## src/rtl/pq_pkg.sv

```systemverilog
// Shared types for the priority queue and its command scheduler.
// Key/value pair, sentinel values, command bundle and scheduler states.
package pq_pkg;

    localparam int KEY_W = 8;
    localparam int VAL_W = 8;

    typedef struct packed {
        logic [KEY_W-1:0] key;
        logic [VAL_W-1:0] val;
    } kv_t;

    localparam logic [KEY_W-1:0] KEYINF = '1;
    localparam logic [VAL_W-1:0] VAL0 = '0;
    localparam kv_t KV_NULL = '{key: KEYINF, val: VAL0};

    // bit 0 = enqueue half, bit 1 = dequeue half; REPL sets both
    typedef enum logic [1:0] {
        OP_NOP  = 2'b00,
        OP_ENQ  = 2'b01,
        OP_DEQ  = 2'b10,
        OP_REPL = 2'b11
    } pq_op_t;

    typedef struct packed {
        pq_op_t op;
        kv_t    kv;
    } pq_cmd_t;

    typedef enum logic [2:0] {
        S_IDLE,
        S_READY,
        S_STALL_BUSY,
        S_STALL_FULL,
        S_STALL_RESP
    } sched_state_t;

endpackage

```

## src/rtl/pq_cmd_sched_if.sv

```systemverilog
// Client request/response handshake of the command scheduler.
// master = client side, slave = scheduler side.
interface pq_cmd_sched_if;
    import pq_pkg::*;

    logic   req_valid;
    logic   req_ready;
    pq_op_t req_op;
    kv_t    req_kv;
    logic   resp_valid;
    logic   resp_ready;
    kv_t    resp_kv;
    logic   resp_empty;

    modport master (
        output req_valid, req_op, req_kv, resp_ready,
        input  req_ready, resp_valid, resp_kv, resp_empty
    );

    modport slave (
        input  req_valid, req_op, req_kv, resp_ready,
        output req_ready, resp_valid, resp_kv, resp_empty
    );

endinterface

```

## src/rtl/pq_if.sv

```systemverilog
// Device port of the register-array priority queue.
// The client issues enq/deq with kvi; the device reports kvo/full/empty/busy.
interface pq_if;
    import pq_pkg::*;

    kv_t  kvi;
    logic enq;
    logic deq;
    kv_t  kvo;
    logic full;
    logic empty;
    logic busy;

    modport client (
        output kvi, enq, deq,
        input  kvo, full, empty, busy
    );

    modport device (
        input  kvi, enq, deq,
        output kvo, full, empty, busy
    );

endinterface

```

## src/rtl/pq_cmd_fifo.sv

```systemverilog
// Synchronous FIFO of scheduler commands with flush.
// Pointers carry one extra wrap bit so full/empty are exact.
module pq_cmd_fifo
    import pq_pkg::*;
#(
    parameter int DEPTH = 4
) (
    input  logic    clk,
    input  logic    rst,
    input  logic    flush,
    input  logic    push,
    input  pq_cmd_t din,
    input  logic    pop,
    output pq_cmd_t dout,
    output logic    full,
    output logic    empty
);

    localparam int AW = $clog2(DEPTH);

    logic [AW:0] wptr;
    logic [AW:0] rptr;
    pq_cmd_t     mem [DEPTH];

    assign empty = (wptr == rptr);
    assign full  = (wptr[AW] != rptr[AW]) &&
                   (wptr[AW-1:0] == rptr[AW-1:0]);
    assign dout  = mem[rptr[AW-1:0]];

    always_ff @(posedge clk or posedge rst) begin
        if (rst) begin
            wptr <= '0;
            rptr <= '0;
        end else if (flush) begin
            wptr <= '0;
            rptr <= '0;
        end else begin
            if (push && !full)
                wptr <= wptr + 1'b1;
            if (pop && !empty)
                rptr <= rptr + 1'b1;
        end
    end

    always_ff @(posedge clk) begin
        if (push && !full && !flush)
            mem[wptr[AW-1:0]] <= din;
    end

endmodule

```

## src/rtl/pq_cmd_sched.sv

```systemverilog
// In-order command scheduler in front of the priority queue device port.
// Define PQ_SCHED_STATS_EN to add the saturating statistics counters.
module pq_cmd_sched
    import pq_pkg::*;
#(
    parameter int CMD_DEPTH = 4,
    parameter int CNT_W     = 16
) (
    input  logic          clk,
    input  logic          rst,
    input  logic          flush,
    pq_cmd_sched_if.slave cmd,
    pq_if.client          pq,
    output sched_state_t  state
`ifdef PQ_SCHED_STATS_EN
    ,
    output logic [CNT_W-1:0] stat_issued,
    output logic [CNT_W-1:0] stat_stall_full,
    output logic [CNT_W-1:0] stat_stall_resp
`endif
);

    if (CMD_DEPTH < 2 || (CMD_DEPTH & (CMD_DEPTH - 1)) != 0 || CNT_W < 1)
    begin : g_bad_cfg
        $error("pq_cmd_sched: illegal CMD_DEPTH or CNT_W");
    end

    pq_cmd_t      head;
    logic         f_full;
    logic         f_empty;
    logic         push;
    logic         issue;
    logic         resp_free;
    logic         blk_full;
    logic         blk_resp;
    logic         resp_valid_q;
    kv_t          resp_kv_q;
    logic         resp_empty_q;
    sched_state_t state_q;
    sched_state_t state_d;

    assign push = cmd.req_valid && !f_full && (cmd.req_op != OP_NOP);

    pq_cmd_fifo #(.DEPTH(CMD_DEPTH)) u_fifo (
        .clk   (clk),
        .rst   (rst),
        .flush (flush),
        .push  (push),
        .din   ('{op: cmd.req_op, kv: cmd.req_kv}),
        .pop   (issue),
        .dout  (head),
        .full  (f_full),
        .empty (f_empty)
    );

    // REPL keeps the occupancy constant, so only a plain ENQ waits on full
    assign resp_free = !resp_valid_q || cmd.resp_ready;
    assign blk_full  = (head.op == OP_ENQ) && pq.full;
    assign blk_resp  = head.op[1] && !resp_free;
    assign issue     = !f_empty && !pq.busy && !blk_full && !blk_resp &&
                       !rst && !flush;

    assign pq.enq = issue && head.op[0];
    assign pq.deq = issue && head.op[1];
    assign pq.kvi = pq.enq ? head.kv : KV_NULL;

    always_comb begin
        state_d = S_IDLE;
        if (f_empty)
            state_d = S_IDLE;
        else if (pq.busy)
            state_d = S_STALL_BUSY;
        else if (blk_full)
            state_d = S_STALL_FULL;
        else if (blk_resp)
            state_d = S_STALL_RESP;
        else
            state_d = S_READY;
    end

    always_ff @(posedge clk or posedge rst) begin
        if (rst)
            state_q <= S_IDLE;
        else
            state_q <= state_d;
    end

    assign state = state_q;

    always_ff @(posedge clk or posedge rst) begin
        if (rst) begin
            resp_valid_q <= 1'b0;
            resp_kv_q    <= KV_NULL;
            resp_empty_q <= 1'b0;
        end else if (pq.deq) begin
            resp_valid_q <= 1'b1;
            resp_kv_q    <= pq.empty ? KV_NULL : pq.kvo;
            resp_empty_q <= pq.empty;
        end else if (cmd.resp_ready) begin
            resp_valid_q <= 1'b0;
        end
    end

    assign cmd.req_ready  = !f_full;
    assign cmd.resp_valid = resp_valid_q;
    assign cmd.resp_kv    = resp_kv_q;
    assign cmd.resp_empty = resp_empty_q;

`ifdef PQ_SCHED_STATS_EN
    always_ff @(posedge clk or posedge rst) begin
        if (rst) begin
            stat_issued     <= '0;
            stat_stall_full <= '0;
            stat_stall_resp <= '0;
        end else begin
            if (issue && stat_issued != '1)
                stat_issued <= stat_issued + 1'b1;
            if (state_q == S_STALL_FULL && stat_stall_full != '1)
                stat_stall_full <= stat_stall_full + 1'b1;
            if (state_q == S_STALL_RESP && stat_stall_resp != '1)
                stat_stall_resp <= stat_stall_resp + 1'b1;
        end
    end
`endif

endmodule

```

## src/flat_wrapper.sv

```systemverilog
// flat-port wrapper written by rule: the top's interface ports become plain ports
module pq_cmd_sched_flat import pq_pkg::*;
#(
    parameter int CMD_DEPTH = 4,
    parameter int CNT_W     = 16
)
  (clk, rst, flush, state, cmd_req_valid, cmd_req_op, cmd_req_kv, cmd_resp_ready, cmd_req_ready, cmd_resp_valid, cmd_resp_kv, cmd_resp_empty, pq_kvi, pq_enq, pq_deq, pq_kvo, pq_full, pq_empty, pq_busy);
  pq_cmd_sched_if cmd_i ();
  pq_if pq_i ();
  input  logic clk;
  input  logic rst;
  input  logic flush;
  output sched_state_t state;
  input wire logic [$bits(cmd_i.req_valid)-1:0] cmd_req_valid;
  input wire logic [$bits(cmd_i.req_op)-1:0] cmd_req_op;
  input wire logic [$bits(cmd_i.req_kv)-1:0] cmd_req_kv;
  input wire logic [$bits(cmd_i.resp_ready)-1:0] cmd_resp_ready;
  output wire logic [$bits(cmd_i.req_ready)-1:0] cmd_req_ready;
  output wire logic [$bits(cmd_i.resp_valid)-1:0] cmd_resp_valid;
  output wire logic [$bits(cmd_i.resp_kv)-1:0] cmd_resp_kv;
  output wire logic [$bits(cmd_i.resp_empty)-1:0] cmd_resp_empty;
  output wire logic [$bits(pq_i.kvi)-1:0] pq_kvi;
  output wire logic [$bits(pq_i.enq)-1:0] pq_enq;
  output wire logic [$bits(pq_i.deq)-1:0] pq_deq;
  input wire logic [$bits(pq_i.kvo)-1:0] pq_kvo;
  input wire logic [$bits(pq_i.full)-1:0] pq_full;
  input wire logic [$bits(pq_i.empty)-1:0] pq_empty;
  input wire logic [$bits(pq_i.busy)-1:0] pq_busy;
  assign cmd_i.req_valid = cmd_req_valid;
  assign cmd_i.req_op = cmd_req_op;
  assign cmd_i.req_kv = cmd_req_kv;
  assign cmd_i.resp_ready = cmd_resp_ready;
  assign cmd_req_ready = cmd_i.req_ready;
  assign cmd_resp_valid = cmd_i.resp_valid;
  assign cmd_resp_kv = cmd_i.resp_kv;
  assign cmd_resp_empty = cmd_i.resp_empty;
  assign pq_kvi = pq_i.kvi;
  assign pq_enq = pq_i.enq;
  assign pq_deq = pq_i.deq;
  assign pq_i.kvo = pq_kvo;
  assign pq_i.full = pq_full;
  assign pq_i.empty = pq_empty;
  assign pq_i.busy = pq_busy;
  pq_cmd_sched #(.CMD_DEPTH(CMD_DEPTH), .CNT_W(CNT_W)) u_core (.clk(clk), .rst(rst), .flush(flush), .cmd(cmd_i), .pq(pq_i), .state(state));
endmodule
```

## config.mk

```make
export PLATFORM = sky130hd
export DESIGN_NAME = pq_cmd_sched_flat
export DESIGN_NICKNAME = d
export VERILOG_FILES = /design/src/rtl/pq_pkg.sv /design/src/rtl/pq_cmd_sched_if.sv /design/src/rtl/pq_if.sv /design/src/rtl/pq_cmd_fifo.sv /design/src/rtl/pq_cmd_sched.sv /design/src/flat_wrapper.sv
export SDC_FILE = /design/constraint.sdc
export NUM_CORES = 1
export LEC_CHECK = 0
export CAP_MARGIN = 0
export CORE_ASPECT_RATIO = 0.6
export CORE_UTILIZATION = 35
export DETAILED_ROUTE_END_ITERATION = 12
export PLACE_DENSITY_LB_ADDON = 0.15
export SYNTH_ARGS = -nofsm -noshare
export SYNTH_HDL_FRONTEND = slang
export SYNTH_SLANG_ARGS = --single-unit
export TNS_END_PERCENT = 100
```

## constraint.sdc

```tcl
create_clock -name clk -period 6.1 [get_ports clk]
set_input_delay 1.83 -clock clk [delete_from_list [all_inputs] [get_ports clk]]
set_output_delay 1.83 -clock clk [all_outputs]
set_load 0.01 [all_outputs]
```

==> out/summary.log <==
[die] initial core utilization 36.2%
[synthesis] count of different cell masters after synthesis 36
[setup_path] cell class contributing the biggest share of worst-path delay buffers and inverters
[clock_tree] buffer depth of the longest clock path 2
[setup_path] Critical Path End Type output port
[setup_path] kind of critical path input port to output port
[global_routing] number of antenna violations at the first check in global routing 0
[synthesis] Post-Syn Area 4120 sq um
[global_routing] maximum number of pins on one net before global-route repair 19
[synthesis] Post-synth EDFFs 72
[routing] number of remaining DRC errors 0
[clock_tree] number of hold buffers added after CTS 0
[timing] maximum operating frequency 173 MHz
[clock_tree] clock net sink count 99
[placed_design] number of port buffers 81
[pwr] total power after layout 1.55 mW
[cells_and_area] P&R area growth vs syn 30.4%
[timing] min cycle time layout 5.77 ns
[routing] detailed-router iteration count before antenna repair 4
[timing] Sum Neg Setup Slack 0 ns
[synthesis] share of synthesized area occupied by flip-flops and latches 69.1%
[synthesis] most common cell in the netlist sky130_fd_sc_hd__edfxtp_1
[clock_tree] Post-CTS Setup Bufs 0
[clock_tree] H-Tree Level Count 3
[die] overall die area 12200 sq um
[routing] Detailed Route Iter0 Violations 116
[timing] worst max-slew margin expressed relative to the limit 32.0%
[die] die boundary height 86.0 microns
[synthesis] post-synth top area share 52.5%
[clock_tree] cells resized by post-CTS repair 0
[setup_path] buffers plus inverters on the worst setup path 2
[setup_path] Cell Chain, Critical Path clkdlybuf4s50_1, nor3_1, o31a_1, nand4_4, nor2b_1, clkdlybuf4s50_1
[setup_path] data arrival at the endpoint of the critical path 3.94 ns
[run_status] run status completed
[cells_and_area] final non-filler cell area 5370 sq um
[timing] final hold slack 0.465 ns
[clock_tree] CTS Buf Count 9
[flow_run] max-cap viol count 0
[setup_path] CP max stage delay 0.57 ns
[placed_design] HPWL reported at the end of detailed placement 5230 microns
[synthesis] most area-hungry cell type in the Yosys netlist sky130_fd_sc_hd__edfxtp_1
[synthesis] Syn Nets 282
[pwr] power per cell area 289 nW/um^2
[setup_path] most frequent CP cell sky130_fd_sc_hd__clkdlybuf4s50_1
[placed_design] count of placed standard cells including taps 472
[routing] vias post-DR 2165
[routing] final WL 7660 microns
[setup_path] critical path peak fanout 17
[routing] detailed-route wire length per cell 15.7 microns
[cells_and_area] diode insertion count for antenna repair 0
[synthesis] number of synthesized register bits 99
[global_routing] via count of the first global-routing pass 2285
[clock_tree] CTS tree yes
[timing] Tightest Pin Transition 1.02 ns
[synthesis] dominant synthesized flop cell sky130_fd_sc_hd__edfxtp_1
[pwr] worst IR drop on VDD 0.161 mV
[synthesis] average size of a mapped cell 17.5 sq um
[synthesis] fraction of registers with async set/reset 27.3%
[synthesis] Post-synth top cells sky130_fd_sc_hd__edfxtp_1, sky130_fd_sc_hd__dfrtp_1, sky130_fd_sc_hd__mux4_2
[die] Horiz. Die Dim 142 microns
[routing] antenna viol nets, final 0
[die] core area 11400 sq um
[die] I/O pin cnt 82
[pwr] Leakage 1.94 nW
[global_routing] wire length of the first global-routing pass 12200 microns
[timing] final setup fails 0
[timing] RSZ-0062 raised after global routing no
[cells_and_area] fraction of layout instances using a drive strength above 1 17.7%
[cells_and_area] number of fill cells 981
[routing] number of vias per cell after detailed routing 4.45
[synthesis] Synth area leaders sky130_fd_sc_hd__edfxtp_1, sky130_fd_sc_hd__dfrtp_1, sky130_fd_sc_hd__mux4_2, sky130_fd_sc_hd__dfstp_2, sky130_fd_sc_hd__mux2i_1
[placed_design] post-place instance area 5090 sq um
[global_routing] global route total overflow 0
[timing] final hold viol count 0
[die] row count 30
[setup_path] Critical-path top delay cell sky130_fd_sc_hd__clkdlybuf4s50_1
[clock_tree] clock transition at the register clock pins on the worst setup and hold paths after CTS 0.07 ns
[synthesis] number of standard cells after synthesis 235
[setup_path] element type at the critical path start input port
[timing] Max Clock Skew 0.00939 ns
[placed_design] gp weighted congestion 0.688
[hold_path] type of the tightest min-delay check flip-flop to flip-flop
[timing] period utilisation layout 94.6%
[clock_tree] insertion delay of the later-clocked pin in the worst-skew pair 0.34 ns
[setup_path] required time of the worst setup path 4.27 ns
[timing] max-slew violations 0
[cells_and_area] non-filler instance count after layout 487
[clock_tree] Clk Tree Root Cell sky130_fd_sc_hd__clkbuf_16
[synthesis] warnings from Yosys 0
[cells_and_area] total number of nets in the final design 370
[global_routing] global routing usage summed across all routing layers 13.6%
-- final cells by class --
| class | instances | area [sq um] | area share (%) |
|---|---|---|---|
| Clock buffer | 10 | 229 | 4.26 |
| Tap cell | 160 | 200 | 3.73 |
| Clock inverter | 5 | 55.1 | 1.02 |
| Multi-Input combinational cell | 113 | 1140 | 21.2 |
| Timing Repair Buffer | 86 | 848 | 15.8 |
| Sequential cell | 99 | 2850 | 53.0 |
| Inverter | 14 | 52.6 | 0.978 |
-- stage by stage --
step                setup WS [ns]  utilization (%)
finish                      0.332             47.2
global route                0.170             47.2
CTS                         0.298             47.2
detailed placement          0.298             44.8
global placement            0.338             44.8
floorplan                    1.46                -
-- sequential cells by signal, summed over array words and instances (netlist names) --
signal                 count
u_core.state               3
u_core.u_fifo.rptr         3
u_core.cmd.resp_valid      1
u_core.u_fifo.mem         72
u_core.cmd.resp_empty      1
u_core.cmd.resp_kv        16
u_core.u_fifo.wptr         3
-- per-layer routing --
layer / wire, microns / global-route usage, %
met1: 3720 / 18.9
met3: 324 / 4.41
met4: 63 / 3.81
met5: 0 / 0
met2: 3550 / 20.5
-- worst min-delay path, cell delays in order (launching register included) --
cell and delay (ns):
sky130_fd_sc_hd__dfstp_2 0.37, sky130_fd_sc_hd__inv_1 0.04, sky130_fd_sc_hd__mux2i_1 0.05
-- logic make-up (layout without fill, tap and decap cells) --
family,count (synthesis),after routing,synth area share (%)
flops,99,99,69.1
simple gates,57,57,8.59
mux,39,39,15.3
buf+inv,23,115,3.19
compound gates,6,6,0.972
xor+xnor,6,6,1.28
fa+ha+maj,5,5,1.52
-- worst paths after layout --
check	cells past startpoint	startpoint	slack, ns	endpoint
worst max-delay path	6	pq_busy	0.33	pq_kvi[3]
worst min-delay path	2	u_core.cmd.resp_kv[8]$_DFFE_PP1P_	0.46	u_core.cmd.resp_kv[8]$_DFFE_PP1P_
worst max register to register	4	u_core.u_fifo.rptr[0]$_DFFE_PP0P_	3.02	u_core.u_fifo.mem[3][11]$_DFFE_PP_
worst min register to register	2	u_core.cmd.resp_kv[8]$_DFFE_PP1P_	0.46	u_core.cmd.resp_kv[8]$_DFFE_PP1P_
max in group asynchronous	3	rst	3.54	u_core.cmd.resp_kv[12]$_DFFE_PP1P_
min in group asynchronous	2	rst	1.89	u_core.cmd.resp_kv[5]$_DFFE_PP0P_
-- placed cells by master (no fill, tap or decap), types with 2 or more instances in the layout --
cell type	n
sky130_fd_sc_hd__a21oi_1	2
sky130_fd_sc_hd__and2_1	4
sky130_fd_sc_hd__buf_4	5
sky130_fd_sc_hd__clkbuf_16	9
sky130_fd_sc_hd__clkdlybuf4s50_1	81
sky130_fd_sc_hd__dfrtp_1	19
sky130_fd_sc_hd__dfstp_2	8
sky130_fd_sc_hd__edfxtp_1	72
sky130_fd_sc_hd__ha_1	5
sky130_fd_sc_hd__inv_1	14
sky130_fd_sc_hd__mux2_2	9
sky130_fd_sc_hd__mux2i_1	11
sky130_fd_sc_hd__mux4_2	18
sky130_fd_sc_hd__nand2_1	3
sky130_fd_sc_hd__nand2b_1	2
sky130_fd_sc_hd__nand3_1	3
sky130_fd_sc_hd__nor2_1	10
sky130_fd_sc_hd__nor2b_1	17
sky130_fd_sc_hd__nor3_1	3
sky130_fd_sc_hd__or2_1	8
sky130_fd_sc_hd__xnor2_1	3
sky130_fd_sc_hd__xor2_1	3
-- power by group --
part,switching (mW),internal (mW)
combinational,0.0813,0.126
sequential,0.0248,0.778
clock,0.229,0.314
total,0.335,1.22
No activity file was read; power rests on OpenSTA's default activity.
